### config.mk
export PLATFORM = sky130hd
export DESIGN_NAME = hs_ready_sink
export DESIGN_NICKNAME = d
export VERILOG_FILES = /design/src/rtl/hs_ready_sink.sv
export SDC_FILE = /design/constraint.sdc
export NUM_CORES = 1
export LEC_CHECK = 0
export BUFFER_PORTS_ARGS = -buffer_cell sky130_fd_sc_hd__buf_2
export CORE_ASPECT_RATIO = 0.5
export CORE_MARGIN = 2
export CORE_UTILIZATION = 39
export CTS_CLUSTER_SIZE = 28
export DETAILED_ROUTE_END_ITERATION = 6
export PLACE_DENSITY_LB_ADDON = 0.25
export SLEW_MARGIN = 15
export SYNTH_ARGS = -nofsm -noshare
export SYNTH_HDL_FRONTEND = slang
export SYNTH_SLANG_ARGS = --single-unit
export TNS_END_PERCENT = 1
### constraint.sdc
create_clock -name sys_clk -period 2.7 [get_ports sys_clk]
set_input_delay 0.405 -clock sys_clk [delete_from_list [all_inputs] [get_ports sys_clk]]
set_output_delay 0.405 -clock sys_clk [all_outputs]
set_load 0.01 [all_outputs]
### src/rtl/hs_ready_sink.sv
// hs_ready_sink: receiving end of a valid/ready handshake.
// Accepts beats while the registered ready_out is high, queues them in a
// DEPTH-entry FIFO and drains one beat every DRAIN_DIV cycles into a running
// sum and beat count.
// Optional build macro HS_SINK_ERR_EN adds the err_cnt port and a checker that
// counts senders dropping valid_in or changing data_in while stalled.
module hs_ready_sink #(
  parameter int DATA_W    = 3,
  parameter int DEPTH     = 4,
  parameter int DRAIN_DIV = 2
) (
  input  logic              sys_clk,
  input  logic              rst,
  input  logic              valid_in,
  input  logic [DATA_W-1:0] data_in,
  output logic              ready_out,
  output logic              drain_valid,
  output logic [DATA_W-1:0] drain_data,
  output logic [7:0]        sum,
  output logic [7:0]        count
`ifdef HS_SINK_ERR_EN
  ,
  output logic [3:0]        err_cnt
`endif
);

  localparam int PTR_W = (DEPTH > 1) ? $clog2(DEPTH) : 1;
  localparam int OCC_W = $clog2(DEPTH + 1);
  localparam int DIV_W = (DRAIN_DIV > 1) ? $clog2(DRAIN_DIV) : 1;

  // Storage and state
  logic [DATA_W-1:0] mem_q [DEPTH];
  logic [PTR_W-1:0]  wr_ptr_q, wr_ptr_d;
  logic [PTR_W-1:0]  rd_ptr_q, rd_ptr_d;
  logic [OCC_W-1:0]  occ_q, occ_d;
  logic [DIV_W-1:0]  div_q, div_d;
  logic              ready_q, ready_d;
  logic              drain_valid_q, drain_valid_d;
  logic [DATA_W-1:0] drain_data_q, drain_data_d;
  logic [7:0]        sum_q, sum_d;
  logic [7:0]        count_q, count_d;

  // Handshake and drain strobes
  logic              acc;
  logic              tick;
  logic              pop;
  logic [DATA_W-1:0] head;

  assign acc  = valid_in & ready_q;
  assign tick = (div_q == DIV_W'(DRAIN_DIV - 1));
  assign pop  = tick & (occ_q != '0);
  assign head = mem_q[rd_ptr_q];

  // Next-state logic for pointers, occupancy, divider, ready and drain outputs
  always_comb begin
    // NOTE: every always_comb output gets a default first so no path leaves it
    // unassigned, which would otherwise infer a latch.
    wr_ptr_d      = wr_ptr_q;
    rd_ptr_d      = rd_ptr_q;
    drain_valid_d = 1'b0;
    drain_data_d  = drain_data_q;
    sum_d         = sum_q;
    count_d       = count_q;

    div_d = tick ? '0 : div_q + DIV_W'(1);
    occ_d = occ_q + OCC_W'(acc) - OCC_W'(pop);
    // Ready is computed from next occupancy so a full FIFO is never offered.
    ready_d = (occ_d < OCC_W'(DEPTH));

    if (acc) begin
      wr_ptr_d = wr_ptr_q + PTR_W'(1);
    end

    if (pop) begin
      rd_ptr_d      = rd_ptr_q + PTR_W'(1);
      drain_valid_d = 1'b1;
      drain_data_d  = head;
      sum_d         = sum_q + 8'(head);
      count_d       = count_q + 8'd1;
    end
  end

  // State registers with synchronous active-high reset
  always_ff @(posedge sys_clk) begin
    // NOTE: sequential state uses non-blocking assignments so every flop
    // samples pre-edge values regardless of statement order.
    if (rst) begin
      wr_ptr_q      <= '0;
      rd_ptr_q      <= '0;
      occ_q         <= '0;
      div_q         <= '0;
      ready_q       <= 1'b0;
      drain_valid_q <= 1'b0;
      drain_data_q  <= '0;
      sum_q         <= '0;
      count_q       <= '0;
    end else begin
      wr_ptr_q      <= wr_ptr_d;
      rd_ptr_q      <= rd_ptr_d;
      occ_q         <= occ_d;
      div_q         <= div_d;
      ready_q       <= ready_d;
      drain_valid_q <= drain_valid_d;
      drain_data_q  <= drain_data_d;
      sum_q         <= sum_d;
      count_q       <= count_d;
    end
  end

  // FIFO storage write on accept
  always_ff @(posedge sys_clk) begin
    // NOTE: the storage array is deliberately not reset; occupancy and the
    // pointers decide which entries are meaningful, so stale data is harmless.
    if (acc) begin
      mem_q[wr_ptr_q] <= data_in;
    end
  end

  assign ready_out   = ready_q;
  assign drain_valid = drain_valid_q;
  assign drain_data  = drain_data_q;
  assign sum         = sum_q;
  assign count       = count_q;

`ifdef HS_SINK_ERR_EN
  // Protocol checker: a stalled beat must stay valid with unchanged payload.
  logic              stall_q;
  logic [DATA_W-1:0] held_data_q;
  logic [3:0]        err_q;
  logic              viol;

  assign viol = stall_q & (~valid_in | (data_in != held_data_q));

  // Remember last cycle's stall and payload; count violations, saturating at 15
  always_ff @(posedge sys_clk) begin
    if (rst) begin
      stall_q     <= 1'b0;
      held_data_q <= '0;
      err_q       <= '0;
    end else begin
      stall_q     <= valid_in & ~ready_q;
      held_data_q <= data_in;
      if (viol && (err_q != 4'd15)) begin
        err_q <= err_q + 4'd1;
      end
    end
  end

  assign err_cnt = err_q;
`endif

endmodule

==> impl_metrics.toml <==
[final_layout]
stdcell_count = 247
fin_nets = 207
mostFrequentLayoutCells = "dfxtp_1, buf_2, nor2_1, nand2_1, edfxtp_1"
finish.instance_area_mm2 = 0.002097
final_core_util = 0.4740
final_common_cell = "dfxtp_1"
drive_gt1_frac = 0.2368
area_growth_pct = 16.71
antenna_cells = 0

[logic_synthesis]
synth_seq_cells = 43
netlist_area_mm2 = 0.001797
synth_fp_nets = 177
seq_area_frac_synth = 0.5460
avgSynthCellArea_um2 = 11.30
synth_cells = 159
yosys_warnings = 0
yosysUniqueCellTypes = 32

[routing]
drtIter0Drc = 51
wl_per_cell_um = 12.02
num_vias = 1198
firstDrtPassIters = 4
via_per_inst = 4.850
drc = 0
routed_wl_mm = 2.968
drtAntennaViolNets = 0

[placement]
gp_congestion = 0.7399
placed_area_mm2 = 0.001979
dp_hpwl_mm = 2.134
portBuffers = 26
place_inst = 239
post-place-ws_ps = 478.5

[global_routing]
grt_use_total = 0.1288
grt_max_degree = 31
grt_pass1_vias = 1123
antenna_found_initial = 0
grt_pass1_wl_mm = 4.981
grt.overflow.total = 0

[status]
outcome = "finished, final reports clean"

[critical_path]
cp-start-kind = "flop"
crit_fanout = 3
critPathKind = "reg -> reg"
crit_slowest_cell = "mux4_2"
end_kind = "flop"
worstPathCellList = "mux4_2, ha_1, fa_1, a21o_1, nand4_1, xor2_1, nor2_1"
critPathRequiredTime_ps = 2860
cp_top_family = "adder cells"
worstPathArrival_ps = 2410
ff2ff_setup_slack_ps = 460
worst-path-buf-inv = 0
cpPeakStageDelay_ps = 550

[floorplanning]
initial_core_util = 0.4061
chipHeight_um = 52.00
die_x_um = 99.99
io_pins = 27
die-area_mm2 = 0.005199
core.rowCount = 17
coreArea_mm2 = 0.004424

[sta]
worst_slew_pin_slew_ps = 572.2
skew_ps = 4.610
finalCritPeriodShare = 0.8314
timing.fmax_mhz = 445.5
finalHoldViolCount = 0
finalSetupTns_ps = 0
min_period_ps = 2245
setup_ws_ps = 455.1
rsz0062_at_grt = "false"
slew_headroom = 0.6185
final_max_slew_viol_count = 0
finalSetupViolations = 0
hold_slack_ps = 323.2

[power_and_ir_drop]
powerDensity_mw_per_mm2 = 848.8
peakVddDrop_v = 0.0003213
leakage_nw = 0.8635
finalPower_mw = 1.780

[cts]
cts_resized = 0
cts_tree = "yes"
cts_inserted_buffers = 5
h-tree-depth = 2
clk_pin_slew_ps = 80
cts_setup_buffers = 0
clockRootBuffer = "clkbuf_8"
ctsHoldBuffers = 0
clock-sinks = 43
cts_max_path_buffers = 2
clock_latency_ps = 290

[min_path]
hp-class = "in -> reg"

[flow_run]
cap_violations = 0
==> registers in the layout, summed over array words and instances, names as in the netlist, named ones only <==
signal,cells
count,8
div_q,1
drain_data,3
drain_valid,1
mem_q,12
occ_q,3
rd_ptr_q,2
ready_out,1
sum,8
wr_ptr_q,2
==> final timing paths <==
path / start / end / depth (start not counted)
worst min-delay path: data_in[1] / mem_q[2][1] / 1
worst min register to register: drain_data[1] / drain_data[1] / 2
worst max register to register: flop / sum[6] / 7
worst max-delay path: flop / sum[6] / 7
==> routing by layer <==
metal | part of all wire | GRT usage | wire (µm)
met5 | 0 | 0 | 0
met4 | 0.021 | 0.06849 | 61
met3 | 0.038 | 0.04435 | 114
met2 | 0.44 | 0.1959 | 1298
met1 | 0.50 | 0.1636 | 1494
==> where the power goes <==
part / total [mW] / switching [mW] / internal (mW)
logic: 0.438 / 0.234 / 0.204
clock network: 0.510 / 0.211 / 0.299
registers: 0.832 / 0.0823 / 0.750
total: 1.78 / 0.527 / 1.25
==> area by class of cell <==
| class | instances | area (µm²) |
|---|---|---|
| inverters | 5 | 21.27 |
| multi-input cells | 106 | 760.7 |
| repair buffers | 28 | 145.1 |
| clock inverters | 2 | 35.03 |
| fillers | 424 | 2327 |
| well taps | 57 | 71.32 |
| flip-flops and latches | 43 | 980.9 |
| clock buffers | 6 | 82.58 |
==> logic make-up after synthesis <==
logic type	Yosys count	share of synthesized area
simple gates	59	0.1546
flops	43	0.5460
compound gates	17	0.06616
xor+xnor	15	0.07312
fa+ha+maj	12	0.09192
buf+inv	10	0.03064
mux	3	0.03760
==> synthesized netlist by cell type <==
library cell,count,share of area
o31ai_4,1,0.012
or2_2,1,0.0035
o31ai_1,1,0.0042
nor2b_1,2,0.0070
clkbuf_1,3,0.0063
and3_1,5,0.017
nand4_1,5,0.017
nand2_2,1,0.0035
nor2_1,19,0.040
a211oi_2,1,0.0070
nand2_1,17,0.036
xor2_1,8,0.039
ha_1,10,0.070
buf_6,2,0.013
or4_1,1,0.0042
nand3_1,4,0.011
o21ai_0,1,0.0028
o211ai_1,1,0.0042
a21oi_1,10,0.028
nor4b_1,1,0.0049
edfxtp_1,12,0.20
nor3_1,1,0.0028
mux4_2,3,0.038
xnor2_1,7,0.034
and2_2,1,0.0042
a211oi_1,1,0.0042
dfxtp_1,31,0.35
or3_1,1,0.0035
a21o_1,1,0.0042
fa_1,2,0.022
inv_1,4,0.0084
inv_4,1,0.0035
(Power assumes the default switching activity.)
